--- config.mk ---
export PLATFORM = sky130hd
export DESIGN_NAME = register_read_control
export DESIGN_NICKNAME = d
export VERILOG_FILES = /design/src/rtl/register_read_control.sv
export SDC_FILE = /design/constraint.sdc
export NUM_CORES = 1
export LEC_CHECK = 0
export BUFFER_PORTS_ARGS = -buffer_cell sky130_fd_sc_hd__buf_2
export CORE_ASPECT_RATIO = 1.2
export CORE_UTILIZATION = 52
export DETAILED_ROUTE_END_ITERATION = 8
export GPL_TIMING_DRIVEN = 0
export PLACE_DENSITY_LB_ADDON = 0.3
export SLEW_MARGIN = 20
export SYNTH_ARGS = -nofsm -noshare
export SYNTH_HDL_FRONTEND = slang
export SYNTH_SLANG_ARGS = --single-unit
--- constraint.sdc ---
create_clock -name clk -period 5.05 [get_ports clk]
set_input_delay 1.01 -clock clk [delete_from_list [all_inputs] [get_ports clk]]
set_output_delay 1.01 -clock clk [all_outputs]
set_load 0.1 [all_outputs]
--- src/rtl/register_read_control.sv ---
// Operand-fetch sequencer: reads rs1 then rs2 through the register file's single synchronous
// read port, substitutes zero for x0/unused operands and presents both latched values.

`ifndef STAGE_WIDTH
`define STAGE_WIDTH 3
`endif
`ifndef STAGE_REGISTER_READ
`define STAGE_REGISTER_READ 3'd2
`endif

module register_read_control #(
  parameter int unsigned READ_LATENCY = 1
) (
  input  logic                    clk,
  input  logic                    reset_n,
  input  logic [`STAGE_WIDTH-1:0] stage,
  input  logic [6:0]              opcode,
  input  logic [4:0]              rs1,
  input  logic [4:0]              rs2,
  output logic                    rf_read_enable,
  output logic [4:0]              rf_read_addr,
  input  logic [31:0]             rf_read_data,
  output logic [31:0]             rs1_value,
  output logic [31:0]             rs2_value,
  output logic                    operands_valid,
  output logic                    busy
);

  localparam logic [6:0] OpAluRegs = 7'b0110011;
  localparam logic [6:0] OpBranch  = 7'b1100011;
  localparam logic [6:0] OpStore   = 7'b0100011;
  localparam logic [6:0] OpAluImm  = 7'b0010011;
  localparam logic [6:0] OpLoad    = 7'b0000011;
  localparam logic [6:0] OpJalr    = 7'b1100111;

  localparam int unsigned   CntW    = (READ_LATENCY > 1) ? 2 : 1;
  localparam logic [CntW-1:0] CntLast = CntW'(READ_LATENCY);

  typedef enum logic [1:0] {StIdle, StRd1, StRd2, StDone} state_e;

  state_e          state_q, state_d;
  logic [CntW-1:0] cnt_q, cnt_d;
  logic [4:0]      addr_q, addr_d;
  logic [31:0]     rs1_value_q, rs1_value_d;
  logic [31:0]     rs2_value_q, rs2_value_d;
  logic            valid_q, valid_d;

  logic need1, need2, fetch1, fetch2, in_rr, last;

  always_comb begin
    need1 = 1'b0;
    need2 = 1'b0;
    case (opcode)
      OpAluRegs, OpBranch, OpStore: begin
        need1 = 1'b1;
        need2 = 1'b1;
      end
      OpAluImm, OpLoad, OpJalr: need1 = 1'b1;
      default: ;
    endcase
  end

  assign fetch1 = need1 && (rs1 != 5'd0);
  assign fetch2 = need2 && (rs2 != 5'd0);
  assign in_rr  = (stage == `STAGE_REGISTER_READ);
  assign last   = (cnt_q == CntLast);

  // IDLE is only re-entered once stage has left register-read (DONE exit, abort)
  // or from reset, so seeing register-read in IDLE marks a fresh stage entry.
  always_comb begin
    state_d     = state_q;
    cnt_d       = cnt_q;
    addr_d      = addr_q;
    rs1_value_d = rs1_value_q;
    rs2_value_d = rs2_value_q;
    valid_d     = valid_q;
    unique case (state_q)
      StIdle: begin
        if (in_rr) begin
          rs1_value_d = '0;
          rs2_value_d = '0;
          valid_d     = 1'b0;
          cnt_d       = '0;
          if (fetch1) begin
            state_d = StRd1;
            addr_d  = rs1;
          end else if (fetch2) begin
            state_d = StRd2;
            addr_d  = rs2;
          end else begin
            state_d = StDone;
          end
        end
      end
      StRd1: begin
        if (!in_rr) begin
          state_d = StIdle;
          cnt_d   = '0;
        end else if (last) begin
          rs1_value_d = rf_read_data;
          cnt_d       = '0;
          if (fetch2) begin
            state_d = StRd2;
            addr_d  = rs2;
          end else begin
            state_d = StDone;
          end
        end else begin
          cnt_d = cnt_q + 1'b1;
        end
      end
      StRd2: begin
        if (!in_rr) begin
          state_d = StIdle;
          cnt_d   = '0;
        end else if (last) begin
          rs2_value_d = rf_read_data;
          cnt_d       = '0;
          state_d     = StDone;
        end else begin
          cnt_d = cnt_q + 1'b1;
        end
      end
      StDone: begin
        valid_d = 1'b1;
        if (!in_rr) state_d = StIdle;
      end
      default: state_d = StIdle;
    endcase
  end

  always_ff @(posedge clk or negedge reset_n) begin
    if (!reset_n) begin
      state_q     <= StIdle;
      cnt_q       <= '0;
      addr_q      <= '0;
      rs1_value_q <= '0;
      rs2_value_q <= '0;
      valid_q     <= 1'b0;
    end else begin
      state_q     <= state_d;
      cnt_q       <= cnt_d;
      addr_q      <= addr_d;
      rs1_value_q <= rs1_value_d;
      rs2_value_q <= rs2_value_d;
      valid_q     <= valid_d;
    end
  end

  // The strobe is the first cycle of each read state; the counter is part of the state.
  assign rf_read_enable = ((state_q == StRd1) || (state_q == StRd2)) && (cnt_q == '0);
  assign busy           = (state_q == StRd1) || (state_q == StRd2);
  assign rf_read_addr   = addr_q;
  assign rs1_value      = rs1_value_q;
  assign rs2_value      = rs2_value_q;
  assign operands_valid = valid_q;

endmodule

==> results.md <==
- CTS sink cnt: 73
- Seq/Total Area, Yosys: 57.82%
- Row cnt: 30
- Ys async rst share: 100.0%
- Hold path endpoint: rs2_value[1]
- Layout cells sized above 1: 32.17%
- Final min period: 2.745 ns
- CP Max Fanout: 4
- Crit. End Element: output port
- Final core occ: 71.55%
- Max stage delay cell, worst path: buf_2
- CTS resizes: 0
- Routability congestion estimate: 0.8128
- Final-report hold violation count: 0
- CP Cell Sequence: inv_1 -> ha_1 -> nor2b_1 -> buf_2
- Post-synth top area share: 57.82%
- Hold Crit Class: flop to flop
- Yosys top cell by area: dfrtp_1
- Fin nets: 542
- Slowest stage delay, CP: 0.44 ns
- Worst r2r dst: rs1_value[16]
- Slew @ Worst Pin: 0.5055 ns
- CP bufs+invs: 2
- Total number of yosys warnings: 0
- Placed cell areas: 0.003915 mm²
- Max-cap violation count: 0
- Starting Density: 55.01%
- Largest net degree at the start of global routing: 61
- Final period util: 54.35%
- Chip height: 87.39 µm
- Top cells by area, synth: dfrtp_1, nand2_1, o21ai_0
- Synthesized cell area: 0.003159 mm²
- Most common cell after layout, fill and taps aside: nand2_1
- DR vias: 2958
- WL final: 7690 µm
- Total GRT Usage: 24.86%
- Synth Register Bits: 73
- Synth cell types: 38
- Max_slew headroom: 66.53%
- CTS buffer count: 9
- Post-CTS Setup Bufs: 0
- Critical path class: flop to output port
- Req. time, crit path: 4.04 ns
- Post-CTS Hold Fix Bufs: 0
- Hold path depth: 2
- Final instance area: 0.004109 mm²
- WL/cell: 13.54 µm
- Root Driver: clkbuf_8
- CTS max path bufs: 2
- Reg2reg start: state_q[1]
- Drt drc: 0
- Synthesized Nets: 405
- RSZ-0062 raised after global routing: no
- # setup viols final: 0
- R2R depth: 8
- Input/output buffers: 125
- Max-slew violation count: 0
- Mapped Cells: 347
- Hold Startpoint: rs2_value[1]
- Die Area: 0.006393 mm²
- Total grt overflow: 0
- CTS tree: built
- Main synth FF type: dfrtp_1
- Max Clk Rate: 364.3 MHz
- Die W: 73.16 µm
- Crit path max-delay family: buffers and inverters
- Initial antenna violation count: 0
- H-tree levels: 3
- Area Growth Syn to Fin: 30.06%
- Most frequent cells in the layout: nand2_1, buf_2, dfrtp_1
- 1st-pass router iterations: 4
- Io pins: 126
- Reg2Reg Setup Slack: 2.84 ns
- Worst path arrival time: 1.73 ns
- Syn avg cell area: 9.105 µm²
- Post-synth EDFFs: 0
- Launching element type of the critical path: flop
- Status: finished clean
- Vias in the first global route: 2647
- Final setup TNS: 0 ns
- DR iter-0 viols: 160
- Diode count: 0
- First-pass GRT wire length: 12020 µm
- Worst-path clk slew: 0.07 ns
- Via density per instance: 5.208
- Clk_skew: 0.009782 ns
- Total core area: 0.005743 mm²
- Post-DP HPWL: 5707 µm
- Antenna-violating nets left: 0
- Worst-Skew Late Latency: 0.33 ns
worst max-delay path by stage:
stage	slack [ns]	endpoint	depth (start not counted)	from
floorplan	1.26	rf_read_enable	3	state_q[0]
global placement	2.51	rf_read_addr[4]	6	stage[0]
detailed placement	2.53	rf_read_addr[0]	6	stage[0]
CTS	2.29	rf_read_enable	4	state_q[0]
global route	2.25	rf_read_enable	4	state_q[0]
finish	2.31	rf_read_enable	4	state_q[0]
state kept, by name (all words and copies together) (netlist names):
name / cells
cnt_q: 1
rs2_value: 32
operands_valid: 1
state_q: 2
rs1_value: 32
rf_read_addr: 5
Yosys cell counts, types with 2 or more instances:
master	count
nor2_1	5
o21ai_0	66
a21o_1	2
a21oi_1	2
and2_1	4
nor2b_1	2
a21o_2	2
nand2_1	134
buf_2	6
a221o_1	3
mux2i_1	2
ha_1	4
dfrtp_1	73
clkbuf_1	16
inv_1	3
final cells by class:
cell class                      count  area [µm²]
Buffer                             22       90.09
Clock buffer                       10       137.6
Clock inverter                      5       56.30
Fill cell                         452        1634
Inverter                            3       11.26
Multi-Input combinational cell    249        1231
Sequential cell                    73        1827
Tap cell                           80       100.1
Timing Repair Buffer              126       655.6
tightest hold or removal path: cells and delay by family, from the launching register on:
family	cells	cell delay [ns]
simple gates	1	0.04
compound gates	1	0.06
flops	1	0.34
logic make-up (layout without fill, tap and decap cells):
kind of cell,after synthesis,count (layout),synth area share [%]
flops,73,73,57.82
mux,3,3,1.109
fa+ha+maj,4,4,1.584
buf+inv,25,166,3.208
simple gates,159,159,21.47
compound gates,83,83,14.81
routing by layer:
metal  vias up  track usage (%)  part of all wire [%]
met5         -                0                     0
met1      1407            32.03                    42
met3        12            6.944                   7.2
met2       116            39.90                    49
met4         0            9.091                   1.7
li1       1423                -                     -
through the flow:
stage | worst slack (ns) | std cells | hold slack (ns)
finish | 2.305 | 568 | 0.4753
global route | 2.253 | 568 | 0.4951
CTS | 2.291 | 568 | 0.4812
detailed placement | 2.526 | 553 | 0.4651
global placement | 2.513 | 552 | 0.4568
floorplan | 1.263 | 347 | 0.5308
Power is not shown: default switching activity piles up to over one toggle a cycle in this logic, so the estimate is an artifact.
